<file path="src/rtl/riscv_v_scoreboard_if.sv">
// Decode-stage signals shared between the vector ID stage and its register scoreboard.
// Handshake: id_valid offers the ID instruction; it is taken (issue_fire) only when
// !clear_pipe & !riscv_stall & !riscv_v_stall, and must be held unchanged until then.
interface riscv_v_scoreboard_if #(
  parameter int NUM_VREGS = 32,
  parameter int NUM_SRC   = 3,
  parameter int MAX_LAT   = 4,
  parameter int ADDR_W    = $clog2(NUM_VREGS),
  parameter int LAT_W     = $clog2(MAX_LAT+1)
);
  logic                      riscv_stall;
  logic                      clear_pipe;
  logic                      id_valid;
  logic [ADDR_W-1:0]         id_vd;
  logic                      id_vd_we;
  logic [LAT_W-1:0]          id_lat;
  logic [NUM_SRC*ADDR_W-1:0] id_src_addr;
  logic [NUM_SRC-1:0]        id_src_rd;
  logic                      riscv_v_stall;
  logic                      issue_fire;
  logic [NUM_SRC-1:0]        src_fwd;
  logic                      wb_due;
  logic [NUM_VREGS-1:0]      busy;
  logic                      lat_err;

  modport master (
    output riscv_stall, clear_pipe, id_valid, id_vd, id_vd_we, id_lat, id_src_addr, id_src_rd,
    input  riscv_v_stall, issue_fire, src_fwd, wb_due, busy, lat_err
  );

  modport slave (
    input  riscv_stall, clear_pipe, id_valid, id_vd, id_vd_we, id_lat, id_src_addr, id_src_rd,
    output riscv_v_stall, issue_fire, src_fwd, wb_due, busy, lat_err
  );
endinterface

</file>
<file path="src/rtl/riscv_v_scoreboard.sv">
// Vector register scoreboard: tracks in-flight writes per register and per writeback slot,
// stalls ID on RAW/WAW/writeback-port conflicts and selects forwarding from the writeback bus.
module riscv_v_scoreboard #(
  parameter int NUM_VREGS = 32,
  parameter int NUM_SRC   = 3,
  parameter int MAX_LAT   = 4,
  parameter int ADDR_W    = $clog2(NUM_VREGS),
  parameter int LAT_W     = $clog2(MAX_LAT+1)
) (
  input logic                 clk,
  input logic                 rst,
  riscv_v_scoreboard_if.slave sb
);

  logic [LAT_W-1:0]   cnt_q [NUM_VREGS];
  logic [LAT_W-1:0]   cnt_d [NUM_VREGS];
  logic [MAX_LAT-1:0] slot_q, slot_d;
  logic               lat_err_q, lat_err_d;

  logic               lat_ok;
  logic [LAT_W-1:0]   eff_lat;
  logic [MAX_LAT:0]   slot_ext;
  logic [ADDR_W-1:0]  src_a;
  logic               raw_haz, waw_haz, str_haz;
  logic               v_stall, fire, id_live;
  logic [NUM_SRC-1:0] fwd;
  logic [NUM_VREGS-1:0] busy_vec;

  assign lat_ok   = (sb.id_lat != '0) && (sb.id_lat <= LAT_W'(MAX_LAT));
  assign eff_lat  = lat_ok ? sb.id_lat : LAT_W'(MAX_LAT);
  // Top bit is a permanent zero so slot_ext[MAX_LAT] means "no conflict possible".
  assign slot_ext = {1'b0, slot_q};
  assign id_live  = sb.id_valid && !sb.clear_pipe;

  always_comb begin
    raw_haz = 1'b0;
    fwd     = '0;
    src_a   = '0;
    for (int i = 0; i < NUM_SRC; i++) begin
      src_a = sb.id_src_addr[i*ADDR_W +: ADDR_W];
      if (sb.id_src_rd[i] && (cnt_q[src_a] >= LAT_W'(2))) raw_haz = 1'b1;
      fwd[i] = sb.id_valid && sb.id_src_rd[i] && (cnt_q[src_a] == LAT_W'(1));
    end
  end

  assign waw_haz = sb.id_vd_we && (cnt_q[sb.id_vd] > eff_lat);
  assign str_haz = sb.id_vd_we && slot_ext[eff_lat];
  assign v_stall = id_live && (raw_haz || waw_haz || str_haz);
  assign fire    = id_live && !sb.riscv_stall && !v_stall;

  always_comb begin
    for (int r = 0; r < NUM_VREGS; r++) busy_vec[r] = (cnt_q[r] != '0);
  end

  always_comb begin
    slot_d    = slot_q;
    lat_err_d = lat_err_q;
    for (int r = 0; r < NUM_VREGS; r++) cnt_d[r] = cnt_q[r];
    if (!sb.riscv_stall) begin
      for (int r = 0; r < NUM_VREGS; r++) begin
        if (cnt_q[r] != '0) cnt_d[r] = cnt_q[r] - LAT_W'(1);
      end
      slot_d = {1'b0, slot_q[MAX_LAT-1:1]};
      if (fire && !lat_ok) lat_err_d = 1'b1;
      // A new write overrides the decrement/shift for its register and slot.
      if (fire && sb.id_vd_we) begin
        cnt_d[sb.id_vd] = eff_lat;
        for (int k = 0; k < MAX_LAT; k++) begin
          if (eff_lat == LAT_W'(k+1)) slot_d[k] = 1'b1;
        end
      end
    end
  end

  always_ff @(posedge clk) begin
    if (rst) begin
      for (int r = 0; r < NUM_VREGS; r++) cnt_q[r] <= '0;
      slot_q    <= '0;
      lat_err_q <= 1'b0;
    end else begin
      for (int r = 0; r < NUM_VREGS; r++) cnt_q[r] <= cnt_d[r];
      slot_q    <= slot_d;
      lat_err_q <= lat_err_d;
    end
  end

  assign sb.riscv_v_stall = v_stall;
  assign sb.issue_fire    = fire;
  assign sb.src_fwd       = fwd;
  assign sb.wb_due        = slot_q[0];
  assign sb.busy          = busy_vec;
  assign sb.lat_err       = lat_err_q;

endmodule
</file>
<file path="src/flat_wrapper.sv">
// flat-port wrapper written by rule: the top's interface ports become plain ports
module riscv_v_scoreboard_flat 
#(
  parameter int NUM_VREGS = 32,
  parameter int NUM_SRC   = 3,
  parameter int MAX_LAT   = 4,
  parameter int ADDR_W    = $clog2(NUM_VREGS),
  parameter int LAT_W     = $clog2(MAX_LAT+1)
)
  (clk, rst, sb_riscv_stall, sb_clear_pipe, sb_id_valid, sb_id_vd, sb_id_vd_we, sb_id_lat, sb_id_src_addr, sb_id_src_rd, sb_riscv_v_stall, sb_issue_fire, sb_src_fwd, sb_wb_due, sb_busy, sb_lat_err);
  riscv_v_scoreboard_if #(.NUM_VREGS(NUM_VREGS), .NUM_SRC(NUM_SRC), .MAX_LAT(MAX_LAT), .ADDR_W(ADDR_W), .LAT_W(LAT_W)) sb_i ();
  input logic clk;
  input logic rst;
  input wire logic [$bits(sb_i.riscv_stall)-1:0] sb_riscv_stall;
  input wire logic [$bits(sb_i.clear_pipe)-1:0] sb_clear_pipe;
  input wire logic [$bits(sb_i.id_valid)-1:0] sb_id_valid;
  input wire logic [$bits(sb_i.id_vd)-1:0] sb_id_vd;
  input wire logic [$bits(sb_i.id_vd_we)-1:0] sb_id_vd_we;
  input wire logic [$bits(sb_i.id_lat)-1:0] sb_id_lat;
  input wire logic [$bits(sb_i.id_src_addr)-1:0] sb_id_src_addr;
  input wire logic [$bits(sb_i.id_src_rd)-1:0] sb_id_src_rd;
  output wire logic [$bits(sb_i.riscv_v_stall)-1:0] sb_riscv_v_stall;
  output wire logic [$bits(sb_i.issue_fire)-1:0] sb_issue_fire;
  output wire logic [$bits(sb_i.src_fwd)-1:0] sb_src_fwd;
  output wire logic [$bits(sb_i.wb_due)-1:0] sb_wb_due;
  output wire logic [$bits(sb_i.busy)-1:0] sb_busy;
  output wire logic [$bits(sb_i.lat_err)-1:0] sb_lat_err;
  assign sb_i.riscv_stall = sb_riscv_stall;
  assign sb_i.clear_pipe = sb_clear_pipe;
  assign sb_i.id_valid = sb_id_valid;
  assign sb_i.id_vd = sb_id_vd;
  assign sb_i.id_vd_we = sb_id_vd_we;
  assign sb_i.id_lat = sb_id_lat;
  assign sb_i.id_src_addr = sb_id_src_addr;
  assign sb_i.id_src_rd = sb_id_src_rd;
  assign sb_riscv_v_stall = sb_i.riscv_v_stall;
  assign sb_issue_fire = sb_i.issue_fire;
  assign sb_src_fwd = sb_i.src_fwd;
  assign sb_wb_due = sb_i.wb_due;
  assign sb_busy = sb_i.busy;
  assign sb_lat_err = sb_i.lat_err;
  riscv_v_scoreboard #(.NUM_VREGS(NUM_VREGS), .NUM_SRC(NUM_SRC), .MAX_LAT(MAX_LAT), .ADDR_W(ADDR_W), .LAT_W(LAT_W)) u_core (.clk(clk), .rst(rst), .sb(sb_i));
endmodule
</file>
<file path="config.mk">
export PLATFORM = sky130hd
export DESIGN_NAME = riscv_v_scoreboard_flat
export DESIGN_NICKNAME = d
export VERILOG_FILES = /design/src/rtl/riscv_v_scoreboard_if.sv /design/src/rtl/riscv_v_scoreboard.sv /design/src/flat_wrapper.sv
export SDC_FILE = /design/constraint.sdc
export NUM_CORES = 1
export LEC_CHECK = 0
export BUFFER_PORTS_ARGS = -buffer_cell sky130_fd_sc_hd__buf_2
export CORE_MARGIN = 2
export CORE_UTILIZATION = 42
export CTS_CLUSTER_SIZE = 30
export DETAILED_ROUTE_END_ITERATION = 8
export PLACE_DENSITY = 0.63
export SLEW_MARGIN = 20
export SYNTH_ARGS = -nofsm -noshare
export SYNTH_HDL_FRONTEND = slang
export SYNTH_SLANG_ARGS = --single-unit
</file>
<file path="constraint.sdc">
create_clock -name clk -period 8.7 [get_ports clk]
set_input_delay 0 -clock clk [delete_from_list [all_inputs] [get_ports clk]]
set_output_delay 0 -clock clk [all_outputs]
set_load 0.02 [all_outputs]
</file>
==> out/qor.txt <==
Static Leak - 0.004044 uW
met2 GRT Util - 43.80%
total track usage - 28.25%
global-route wire length before repair - 56440 um
Seq pwr share - 28.7%
maximum root-to-sink buffer count - 2
Pint - 1515 uW
Worst Hold Class - in -> reg
Bufs and invs on worst path - 2
GRT busiest layer - met2
combinational share of power - 55.7%
FF-to-FF End - u_core.cnt_q[5][1]
Die X - 160.2 um
share of layout cells above drive strength 1 - 16.10%
cell with the most instances after synthesis - nor2_1
worst slack, placed - 4.234 ns
core area - 24180 sq um
count of buffers from port buffering - 70
total wire length - 36360 um
CTS tree - built
final core occ - 45.61%
# rows - 57
register area - 2022 sq um
Synth top cells by count - 119 x nor2_1, 114 x nor3_1, 101 x dfxtp_1, 96 x inv_1, 95 x a21oi_1
Design Power - 2886 uW
GPL Wtd Cong - 0.9915
WHS Path Cells - 4
number of post-CTS setup repair buffers - 0
RSZ-0062 raised after global routing - false
Total Neg Setup Slack - 0 ns
Final period util - 47.24%
Max Slew Vio Count - 0
final setup margin - 4.590 ns
yosys warns - 0
Worst Setup Start Kind - input pin
number of synthesized flops with an enable pin - 0
Worst-Skew Late Latency - 0.37 ns
grt met1 use - 39.02%
Final Critical Period - 4.110 ns
Fin. Hold Viols - 0
power density cells - 261.7 nW/um^2
fmax - 243.3 MHz
CTS clock-pin slew for the worst setup and hold paths - 0.08 ns
io pins - 71
Synth Cell Area - 10250 sq um
mux contribution to synthesized area - 22.44%
Synth async-reset ratio - 0%
wire per inst - 22.86 um
Nets - 1362
largest area contributor in the netlist - dfxtp_1
Inserted Clock Buffers - 9
r2r setup slk - 4.68 ns
post-synthesis simple-gate area fraction - 26.54%
reg2reg path depth - 12
First-pass DRT Iterations - 7
cts repair resizes - 0
clk sinks - 101
Mapped Nets - 1358
Req. time, crit path - 8.95 ns
area grow syn2layout - 7.541%
Hold Crit Endpoint - u_core.slot_q[3]
CP top delay family - multiplexers
status - completed
FF-to-FF Start - u_core.cnt_q[11][1]
Post-Synth XOR/XNOR Area - 0%
Multi-input gate area - 7496 sq um
Sw Share - 47.52%
DR iter-0 viols - 1289
htree depth - 3
Slowest-stage cell, CP - buf_2
worst slew pin tran - 0.9773 ns
Via Count - 10170
DRC violations left - 0
peak supply drop - 0.0001155 V
share of the synthesized area in the top cell type - 19.72%
Synth cell types - 62
vias in the first global route - 9568
hold_buf cts - 1
sequential fraction of the synthesis area - 19.72%
Placed Cells - 1574
initial antenna violation count - 1
combinational family with the most area after synthesis - simple AND/OR/NAND/NOR gates
Sw Pwr - 1371 uW
Die ar. - 25680 sq um
Post-Synth Adder-Cell Area - 8.298%
Filler cells - 2451
GR Layer Usage met3 - 6.130%
largest net degree at the start of global routing - 64
fin cells - 1591
Final Setup Violations - 0
Worst setup EP type - flop
post-route ant nets - 0
critical-path cell list - buf_2 -> mux4_2 -> mux4_2 -> mux2_2 -> ha_1 -> nor2b_1 -> o21ai_0 -> a32oi_1 -> or2_2 -> buf_4 -> nor3_1 -> a21oi_1 -> o31a_1
Post-Synthesis Cells - 1258
n_diodes - 0
synthesized area per cell - 8.151 sq um
critical path type - in -> reg
Yosys reg bits - 101
Compound-Gate Fraction of Synth Area - 15.68%
grt ovf - 0
Max FO, Critical Path - 63
Clock power frac - 15.6%
Slew headroom - 34.57%
Critical Path AT - 4.36 ns
max incr delay on CP - 0.72 ns
MaxCap Viol Count - 0
Top FF cell, synth - dfxtp_1
clk_skew - 0.01123 ns
Setup crit start - sb_id_vd[0]
beginning of the worst hold path - sb_id_lat[0]
Die H - 160.2 um
Synth area leaders - dfxtp_1 20%, mux4_2 15%, ha_1 8.3%
root buf cell - clkbuf_16
Detail Placement HPWL - 25480 um
Starting Density - 42.41%
most frequent CP cell - mux4_2
vias per cell - 6.393
[routing by layer]
metal	vias up	wire length [um]
li1	4637	-
met1	4917	15460
met2	544	16120
met3	74	3651
met4	0	1129
met5	-	0
[sequential cells by signal (all words and copies together) (netlist names)]
register,cells
u_core.cnt_q,96
u_core.slot_q,4
u_core.sb.lat_err,1
[final cells by class]
cell class                 count  area share (%)
clock buffer                  11           2.292
timing repair buffer          79           3.858
tap                          324           3.676
multi-input combinational    975           67.98
clock inverter                 5          0.5900
sequential                   101           18.34
inverter                      96           3.268
[worst register-to-register path: cells and delay by family (launching register included)]
kind	cells	cell delay, ns
AOI/OAI and AO/OA	4	0.67
adders and majority gates	1	0.28
buffers and inverters	1	0.34
DFF	1	0.40
muxes	3	1.27
and+or+nand+nor	3	0.95
[power by group through the flow]
stage	sequential [uW]	clock, uW	combinational [uW]
global route	845	477	1780
floorplan	724	0	1230
CTS	814	458	1600
detailed placement	824	0	1590
finish	827	451	1610
global placement	817	0	1560
[cells in the final DEF, fill, tap and decap left out, types with 4 or more instances in the layout]
master,instances
nand2b_1,11
a21oi_1,95
buf_4,10
nand3_1,49
clkbuf_16,9
a32oi_1,5
ha_1,68
nand2_1,56
nor2_1,119
and3_1,6
mux2i_1,36
inv_1,96
nor2b_1,70
a22oi_1,6
buf_2,68
or3_1,4
dfxtp_1,101
o21bai_1,10
mux4_2,67
nor4_1,26
nor3_1,114
nor4b_1,13
a221oi_2,4
mux2_2,28
o211ai_1,35
and2_1,7
o21ai_0,38
o31a_1,25
mux2_1,8
nor3b_1,26
[worst max path at each step]
| stage | endpoint | cells past startpoint |
|---|---|---|
| after global placement | u_core.cnt_q[5][1] | 13 |
| after CTS | u_core.cnt_q[18][2] | 14 |
| after detailed placement | u_core.cnt_q[18][2] | 14 |
| after global routing | u_core.cnt_q[15][2] | 14 |
| final | u_core.cnt_q[5][1] | 13 |
| after floorplan | sb_riscv_v_stall | 14 |
[per-stage QoR]
stage / area (sq um) / hold slack [ns]
5_1_grt: 11030 / 0.05743
3_3_place_gp: 10700 / 0.2933
4_1_cts: 11030 / 0.007918
6_report: 11030 / 0.01106
2_1_floorplan: 10250 / 0.08276
3_5_place_dp: 10700 / 0.2934
[cells by family (layout without fill, tap and decap cells)]
kind of cell / after synthesis / after routing
AO/OA/AOI/OAI: 247 / 247
AND/OR/NAND/NOR: 520 / 520
buffers and inverters: 182 / 191
flip-flops: 101 / 101
multiplexers: 140 / 140
adder cells (fa/ha/maj): 68 / 68
Note: power is estimated with default switching activity, not from simulation.
